--- src/rtl/preamble_pkg.sv ---
// Shared types and default widths for the preamble detector.
package preamble_pkg;

  typedef enum logic {
    SEARCH  = 1'b0,
    PAYLOAD = 1'b1
  } state_t;

  localparam int DEF_DATA_WIDTH   = 32;
  localparam int DEF_PREAMBLE_LEN = 8;
  localparam int DEF_LEN_WIDTH    = 16;
  localparam int STAT_WIDTH       = 16;

endpackage

--- src/rtl/axis_out_reg.sv ---
// Single-entry AXI-Stream output register; accepts a new beat whenever it is
// empty or being drained in the same cycle.
module axis_out_reg
  import preamble_pkg::*;
#(
  parameter int DATA_WIDTH = DEF_DATA_WIDTH
) (
  input  logic                  ACLK,
  input  logic                  ARESETN,
  input  logic                  inValid,
  input  logic [DATA_WIDTH-1:0] inData,
  input  logic                  inLast,
  output logic                  inReady,
  output logic [DATA_WIDTH-1:0] m_axis_tdata,
  output logic                  m_axis_tlast,
  output logic                  m_axis_tvalid,
  input  logic                  m_axis_tready
);

  assign inReady = !m_axis_tvalid || m_axis_tready;

  always_ff @(posedge ACLK or negedge ARESETN) begin
    if (!ARESETN) begin
      m_axis_tvalid <= 1'b0;
      m_axis_tdata  <= '0;
      m_axis_tlast  <= 1'b0;
    end else if (inValid && inReady) begin
      m_axis_tvalid <= 1'b1;
      m_axis_tdata  <= inData;
      m_axis_tlast  <= inLast;
    end else if (m_axis_tready) begin
      m_axis_tvalid <= 1'b0;
    end
  end

endmodule

--- src/rtl/preamble_detect.sv ---
// Preamble matcher: consumes a PREAMBLE_LEN-word sync pattern, then forwards
// payload_len words. Optional stats counters under PREAMBLE_DETECT_STATS_EN.
module preamble_detect
  import preamble_pkg::*;
#(
  parameter int DATA_WIDTH   = DEF_DATA_WIDTH,
  parameter int PREAMBLE_LEN = DEF_PREAMBLE_LEN,
  parameter int LEN_WIDTH    = DEF_LEN_WIDTH
) (
  input  logic                               ACLK,
  input  logic                               ARESETN,
  input  logic                               enable,
  input  logic [DATA_WIDTH*PREAMBLE_LEN-1:0] pattern,
  input  logic [LEN_WIDTH-1:0]               payload_len,
  input  logic [DATA_WIDTH-1:0]              s_axis_tdata,
  input  logic                               s_axis_tlast,
  input  logic                               s_axis_tvalid,
  output logic                               s_axis_tready,
  output logic [DATA_WIDTH-1:0]              m_axis_tdata,
  output logic                               m_axis_tlast,
  output logic                               m_axis_tvalid,
  input  logic                               m_axis_tready,
  output logic                               detect,
  output logic                               short_err
`ifdef PREAMBLE_DETECT_STATS_EN
  ,
  output logic [STAT_WIDTH-1:0]              det_count,
  output logic [STAT_WIDTH-1:0]              err_count
`endif
);

  localparam int CNT_W = $clog2(PREAMBLE_LEN);
  localparam logic [CNT_W-1:0] LAST_IDX = CNT_W'(PREAMBLE_LEN - 1);

  state_t                 state, stateNxt;
  logic [CNT_W-1:0]       matchCnt, matchNxt;
  logic [LEN_WIDTH-1:0]   remCnt, remNxt;
  logic                   detNxt, errNxt;
  logic                   rdyEn;
  logic                   outReady;
  logic                   wordXfer;
  logic                   lastWord;
  logic                   fwdValid, fwdLast;

  logic [PREAMBLE_LEN-1:0][DATA_WIDTH-1:0] patArr;
  assign patArr = pattern;

  // rdyEn holds off the upstream until the first edge after reset release
  assign s_axis_tready = rdyEn && ((state == SEARCH) || outReady);
  assign wordXfer      = s_axis_tvalid && s_axis_tready;
  assign lastWord      = (remCnt == LEN_WIDTH'(1));

  always_ff @(posedge ACLK or negedge ARESETN) begin
    if (!ARESETN) begin
      state     <= SEARCH;
      matchCnt  <= '0;
      remCnt    <= '0;
      detect    <= 1'b0;
      short_err <= 1'b0;
      rdyEn     <= 1'b0;
    end else begin
      state     <= stateNxt;
      matchCnt  <= matchNxt;
      remCnt    <= remNxt;
      detect    <= detNxt;
      short_err <= errNxt;
      rdyEn     <= 1'b1;
    end
  end

  always_comb begin
    stateNxt = state;
    matchNxt = matchCnt;
    remNxt   = remCnt;
    detNxt   = 1'b0;
    errNxt   = 1'b0;
    fwdValid = 1'b0;
    fwdLast  = 1'b0;
    unique case (state)
      SEARCH: begin
        if (!enable) begin
          matchNxt = '0;
        end else if (wordXfer) begin
          if (s_axis_tdata == patArr[matchCnt]) begin
            if (matchCnt == LAST_IDX) begin
              detNxt   = 1'b1;
              matchNxt = '0;
              remNxt   = payload_len;
              if (payload_len != '0) stateNxt = PAYLOAD;
            end else begin
              matchNxt = matchCnt + CNT_W'(1);
            end
          end else begin
            // a mismatching word may itself start a new preamble
            matchNxt = (s_axis_tdata == patArr[0]) ? CNT_W'(1) : '0;
          end
        end
      end
      PAYLOAD: begin
        if (wordXfer) begin
          fwdValid = 1'b1;
          fwdLast  = lastWord || s_axis_tlast;
          remNxt   = fwdLast ? '0 : remCnt - LEN_WIDTH'(1);
          errNxt   = s_axis_tlast && !lastWord;
          if (fwdLast) stateNxt = SEARCH;
        end
      end
      default: stateNxt = SEARCH;
    endcase
  end

  axis_out_reg #(
    .DATA_WIDTH(DATA_WIDTH)
  ) u_outReg (
    .ACLK         (ACLK),
    .ARESETN      (ARESETN),
    .inValid      (fwdValid),
    .inData       (s_axis_tdata),
    .inLast       (fwdLast),
    .inReady      (outReady),
    .m_axis_tdata (m_axis_tdata),
    .m_axis_tlast (m_axis_tlast),
    .m_axis_tvalid(m_axis_tvalid),
    .m_axis_tready(m_axis_tready)
  );

`ifdef PREAMBLE_DETECT_STATS_EN
  always_ff @(posedge ACLK or negedge ARESETN) begin
    if (!ARESETN) begin
      det_count <= '0;
      err_count <= '0;
    end else begin
      if (detect && (det_count != '1))    det_count <= det_count + STAT_WIDTH'(1);
      if (short_err && (err_count != '1)) err_count <= err_count + STAT_WIDTH'(1);
    end
  end
`endif

endmodule

--- config.mk ---
export PLATFORM = sky130hd
export DESIGN_NAME = preamble_detect
export DESIGN_NICKNAME = d
export VERILOG_FILES = /design/src/rtl/preamble_pkg.sv /design/src/rtl/axis_out_reg.sv /design/src/rtl/preamble_detect.sv
export SDC_FILE = /design/constraint.sdc
export NUM_CORES = 1
export LEC_CHECK = 0
export BUFFER_PORTS_ARGS = -buffer_cell sky130_fd_sc_hd__buf_2
export CORE_AREA = 4 4 135 137
export DETAILED_ROUTE_END_ITERATION = 16
export DIE_AREA = 0 0 139 141
export SYNTH_ARGS = -nofsm -noshare
export SYNTH_HDL_FRONTEND = slang
export SYNTH_SLANG_ARGS = --single-unit
--- constraint.sdc ---
create_clock -name ACLK -period 6.3 [get_ports ACLK]
set_input_delay 1.26 -clock ACLK [delete_from_list [all_inputs] [get_ports ACLK]]
set_output_delay 1.26 -clock ACLK [all_outputs]
set_load 0.02 [all_outputs]
# ---- Word level (Yosys, flattened, before mapping)
# Index checks and enable logic that the tools add are counted.
dict set report totals {
  memories 0
  ff_bits 57
  in_bits 310
  output_inout_bits 37
  latch_bits 0
  rom_bits 0
  wordCells 71
  ram_bits 0
}
dict set report op_classes {
  div_mod_pow 0
  order_cmp 1
  n_eq_ne 10
  n_mul 0
  n_addsub 2
  n_mux 35
  bitwise_logic 1
  shifts 0
  reduce_logical 13
}
# op n
set op_table {}
lappend op_table {{binary-select mux 32 bit (select 3 bit)} 1}
lappend op_table {{2-to-1 mux 16 bit} 6}
lappend op_table {{== test 32 bit} 2}
lappend op_table {{2-to-1 mux 32 bit} 1}
lappend op_table {{case mux 16 bit (2 select lines)} 1}
lappend op_table {{2-to-1 mux 1 bit} 21}
lappend op_table {{== test 16 x 1 -> 1 bit (second input constant)} 1}
lappend op_table {{nonzero test 16 bit} 1}
lappend op_table {{subtractor 16 x 1 -> 16 bit (second input constant)} 1}
lappend op_table {{2-to-1 mux 3 bit} 4}
lappend op_table {{!= test 2 x 1 -> 1 bit (second input constant)} 4}
lappend op_table {{AND reduction 5 bit} 1}
lappend op_table {{logical AND 1 bit} 4}
lappend op_table {{< comparator 3 x 4 -> 1 bit (second input constant)} 1}
lappend op_table {{!= test 2 bit (second input constant)} 2}
lappend op_table {{adder 3 x 1 -> 3 bit (second input constant)} 1}
lappend op_table {{== test 3 bit (second input constant)} 1}
lappend op_table {{logical OR 1 bit} 3}
lappend op_table {{logical NOT 1 bit} 2}
lappend op_table {{case mux 1 bit (2 select lines)} 1}
lappend op_table {{AND reduction 2 bit} 1}
lappend op_table {{nonzero test 2 bit} 1}
lappend op_table {{NOT 1 bit} 1}

# ---- Longest topological paths before layout
dict set report logic_depth {
  depth_word 9
  depth_mapped 12
  ltp_nobuf 10
}

# ---- Cells and area by module
# Synthesis repeated with hierarchy kept, for this count alone.
dict set report unflattened {
  cells_unflattened 515
  area_unflattened_um2 5566.6
}
# module seq_area_each_um2 instances area_each_um2 cells_per_inst
set modules_own_cells {}
lappend modules_own_cells {preamble_detect 575.6 1 4139.0 442}
lappend modules_own_cells {axis_out_reg 850.8 1 1427.6 73}

# ---- Worst setup path before layout
# No wires, ideal clock.
dict set report synth_timing {
  path_type {input -> register}
  start {input port pattern[224]}
  end {register remCnt[1]}
  required_ns 6.175
  path_stages 8
  arrival_time_ns 3.232
  path_buffers 0
  setup_ns 0.125
  path_slack_ns 2.944
  path_cell_list {mux4_2 > mux2i_1 > xor2_1 > o2111ai_1 > nor4_2 > nand4b_2 > o21ai_2 > mux2_2}
}
dict set report synth_between {
  elab_chain_len 5
}
# item line_no
set synth_rtl {}
lappend synth_rtl {{start: declaration} preamble_detect.sv:13} ;# input logic [DATA_WIDTH*PREAMBLE_LEN-1:0] pattern,
lappend synth_rtl {{binary-select mux 32 bit (select 3 bit)} preamble_detect.sv:84} ;# if (s_axis_tdata == patArr[matchCnt]) begin
lappend synth_rtl {{2-to-1 mux 32 bit (implied by the code)} preamble_detect.sv:84}
lappend synth_rtl {{== test 32 bit} preamble_detect.sv:84}
lappend synth_rtl {{!= test 2 x 1 -> 1 bit (no source line)} --}
lappend synth_rtl {{AND reduction 5 bit (no source line)} --}
lappend synth_rtl {{end signal: assignment} preamble_detect.sv:64} ;# remCnt <= remNxt;
lappend synth_rtl {{end: declaration} preamble_detect.sv:37} ;# logic [LEN_WIDTH-1:0] remCnt, remNxt;
# No other way between the ends. The select of a mux whose other input is x is not followed.
# A chain may end at the register's enable or synchronous reset.

# ---- Worst setup path after layout
dict set report layout_timing {
  start {register matchCnt[0]}
  end {register remCnt[1]}
}
dict set report layout_between {
  elab_chain_len 5
  elab_cells_between_ends 7
  classes_between {eq/ne: 4; mux: 2; reduce/logical: 1}
}
# item line_no
set layout_rtl {}
lappend layout_rtl {{start: declaration} preamble_detect.sv:36} ;# logic [CNT_W-1:0] matchCnt, matchNxt;
lappend layout_rtl {{start signal: assignment} preamble_detect.sv:63} ;# matchCnt <= matchNxt;
lappend layout_rtl {{binary-select mux 32 bit (select 3 bit)} preamble_detect.sv:84}
lappend layout_rtl {{2-to-1 mux 32 bit (implied by the code)} preamble_detect.sv:84}
lappend layout_rtl {{== test 32 bit} preamble_detect.sv:84}
lappend layout_rtl {{!= test 2 x 1 -> 1 bit (no source line)} --}
lappend layout_rtl {{AND reduction 5 bit (no source line) (*)} --}
# Every way passes the cells marked *; elsewhere a longest branch is shown, timed or not. The select of a mux whose other input is x is not followed.

==> impl_metrics.tcl <==
set metrics [dict create \
    synth.distinct_cells 64 \
    grt_pass1_vias 6235 \
    crit_chain "buf_4 > mux4_2 > mux2i_1 > xor2_1 > nand2_1 > nor4_2 > nand4b_2 > o21ai_2 > mux2_2" \
    timing.critical_path.slowest_stage_cell "dfrtp_4" \
    synth_adder_area_share 0.008979 \
    number_of_register_bits_inferred_by_synthesis 57 \
    fp-row-count 48 \
    post_drt_via_cell_ratio 5.338 \
    final_common_cell "buf_2" \
    clock_tree.htree_level_count 3 \
    grt_first_pass_wirelength_um 36760 \
    maximum_clock_insertion_buffer_count 2 \
    timing.critical_path.slowest_cell_delay_ns 0.95 \
    main_combinational_cell_family_by_area_after_synthesis "multiplexers" \
    buffer_ports.inserted 346 \
    synth_xor_area_frac 0.08799 \
    worst_ir_drop_vdd_v 0.0001454 \
    relSlewSlack 0.3069 \
    grt_remaining_overflow 0 \
    number_of_antenna_violations_at_the_first_check_in_global_routing 6 \
    synth.top_cells.by_area "dfrtp_1 26%, mux4_2 15%, mux2i_1 9.9%, nand2_1 7.6%, xnor2_1 5.8%" \
    rr_endpoint "remCnt[1]$_DFFE_PN0P_" \
    die_span_y_um 141 \
    fp.dieW_um 139 \
    tritoncts "yes" \
    crit_type "flop to flop" \
    fillerInstances 1742 \
    cts.root.buffer_cell "clkbuf_16" \
    yosys-mux-area-fraction 0.2866 \
    hold_class "flop to flop" \
    drt_wl_total_um 25330 \
    leakagePower_uw 0.003591 \
    max_cap_violations 0 \
    largest_register_ff_count 32 \
    worstPathMaxFanout 47 \
    period_share 0.7049 \
    dpl_worst_slack_ns 1.829 \
    rsz0062_at_grt "false" \
    hold_buf_cts 0 \
    nets 1230 \
    cp.required_ns 6.52 \
    antenna_left 0 \
    synth_top_area_frac 0.2559 \
    maxClockFrequency_mhz 225.2 \
    pin_count_of_the_biggest_net_entering_global_routing 58 \
    powerDensity_nw_per_um2 241.6 \
    floorplan.io_pins 347 \
    setup_ws_ns 1.859 \
    register_area_um2 1433 \
    cts_setup_buffers 0 \
    timing.critical_path.from_type "flop" \
    yosys.area.top_type "dfrtp_1" \
    ys_warn_count 0 \
    drtPass1Iterations 5 \
    gp_congestion 0.8929 \
    worst-slew-pin-transition_ns 1.036 \
    drt_iter0_markers 384 \
    min_path_cells 2 \
    synth.net_count 904 \
    final.setup.tns_ns 0 \
    synth_seq_area_share 0.2559 \
    detailed_place_hpwl_um 20730 \
    worst_case_clock_skew_ns 0.008720 \
    multi_input_comb_area_um2 3916 \
    main_synth_ff_type "dfrtp_1" \
    coreArea_um2 17060 \
    synth_enable_flop_cells 0 \
    postSynthAreaPerCell_um2 9.448 \
    netlist_instances 590 \
    synth-compound-area-share 0.1241 \
    status "completed" \
    rr_startpoint "matchCnt[0]$_DFFE_PN0P_" \
    cts_resized 0 \
    layout.cells.most_common_list "346 x buf_2, 112 x nand2_1, 55 x mux2i_1, 54 x dfrtp_1, 37 x xnor2_1" \
    cts.clk_slew.worst_paths_ns 0.05 \
    post_synth_and_or_nand_nor_area_fraction 0.1924 \
    cts.sink_count 57 \
    final-setup-viol-count 0 \
    initial_core_utilization 0.3268 \
    route.detailed.drc 0 \
    vias 6144 \
    async_reset_ff_frac 1.000 \
    layout-area-overhead-vs-synth_pct 40.09 \
    synth.cell_area_um2 5574 \
    grt_usage 0.2470 \
    post_route_cells_drive_above_1_share 0.4745 \
    worstPathArrival_ns 4.66 \
    wire_per_inst_um 22.00 \
    period_minus_slack_ns 4.441 \
    worst_hold_endpoint "u_outReg.m_axis_tdata[19]$_DFFE_PN0P_" \
    slew_violations 0 \
    die_area_um2 19600 \
    reg_top3 "u_outReg.m_axis_tdata (32), remCnt (16), matchCnt (3)" \
    critPathCaptureType "flop" \
    setup.reg_to_reg.worst_slack_ns 1.86 \
    final_hold_viol_count 0 \
    insertion_delay_ns 0.34 \
    hp-start "u_outReg.m_axis_tdata[19]$_DFFE_PN0P_" \
    tritoncts.num_buffers 9 \
    rr_worst_depth 9 \
    largest_register "u_outReg.m_axis_tdata" \
]
[worst max-delay path, delay by kind of cell, from the launching register on]
kind	cells	cell delay, ns
muxes	3	1.14
and+or+nand+nor	3	0.83
DFF	1	0.95
AOI/OAI and AO/OA	1	0.57
buffers and inverters	1	0.47
xor gates and xnor gates	1	0.30
[per-stage QoR]
stage | total power, uW | cell area, um2 | utilization | hold WS [ns] | std cells
after CTS | 1899 | 7796 | 0.4571 | 0.4701 | 1146
after floorplan | 983.1 | 5574 | - | 0.4947 | 590
final | 1886 | 7809 | 0.4578 | 0.4658 | 1151
after global placement | 1311 | 7452 | 0.4369 | 0.4547 | 1130
after global routing | 1999 | 7809 | 0.4578 | 0.4912 | 1151
after detailed placement | 1317 | 7452 | 0.4369 | 0.4577 | 1130
[area by class of cell]
cell class,count,area share
multi-input combinational,482,0.5015
timing repair buffer,350,0.2256
sequential,57,0.1835
tap,225,0.03605
clock buffer,9,0.02884
clock inverter,7,0.01522
inverter,16,0.007691
antenna,5,0.001602
[worst max path at each step]
stage | from | endpoint | slack, ns | cells past startpoint
floorplan | pattern[224] | remCnt[1]$_DFFE_PN0P_ | 2.94 | 8
global placement | matchCnt[0]$_DFFE_PN0P_ | remCnt[1]$_DFFE_PN0P_ | 1.85 | 9
detailed placement | matchCnt[0]$_DFFE_PN0P_ | remCnt[1]$_DFFE_PN0P_ | 1.83 | 9
CTS | matchCnt[0]$_DFFE_PN0P_ | remCnt[1]$_DFFE_PN0P_ | 1.82 | 9
global route | matchCnt[0]$_DFFE_PN0P_ | remCnt[1]$_DFFE_PN0P_ | 1.61 | 9
finish | matchCnt[0]$_DFFE_PN0P_ | remCnt[1]$_DFFE_PN0P_ | 1.86 | 9
[cells in the mapped netlist (8+ instances only)]
library cell and instances:
xnor2_1 37, nor2_1 18, nand2_1 113, mux4_2 36, nand4_1 15, and2_1 9
nor4_1 10, or3_1 11, dfrtp_1 57, o22ai_1 9, nor3_1 8, clkbuf_1 12
a22o_1 10, o21ai_0 13, xor2_1 19, buf_2 10, mux2i_1 55, mux2_2 20
inv_1 16
[layer usage]
metal | part of all wire | vias up | track usage
met1 | 0.37 | 2925 | 0.2844
met2 | 0.53 | 294 | 0.4429
met3 | 0.068 | 47 | 0.06377
met4 | 0.032 | 2 | 0.09063
li1 | - | 2876 | -
met5 | 0.00028 | - | 0
[kinds of logic (layout without fill, tap and decap cells)]
family | Yosys count | count (layout)
other | 1 | 6
AO/OA/AOI/OAI | 91 | 91
buffers and inverters | 51 | 382
adder cells (fa/ha/maj) | 4 | 4
AND/OR/NAND/NOR | 218 | 218
flip-flops | 57 | 57
multiplexers | 112 | 112
XOR/XNOR | 56 | 56
[power breakdown]
group / internal [uW] / switching (uW) / total, uW
registers: 501 / 98.0 / 599
clock network: 386 / 186 / 572
logic: 294 / 421 / 715
total: 1180 / 705 / 1890
Note: power is estimated with default switching activity, not from simulation.
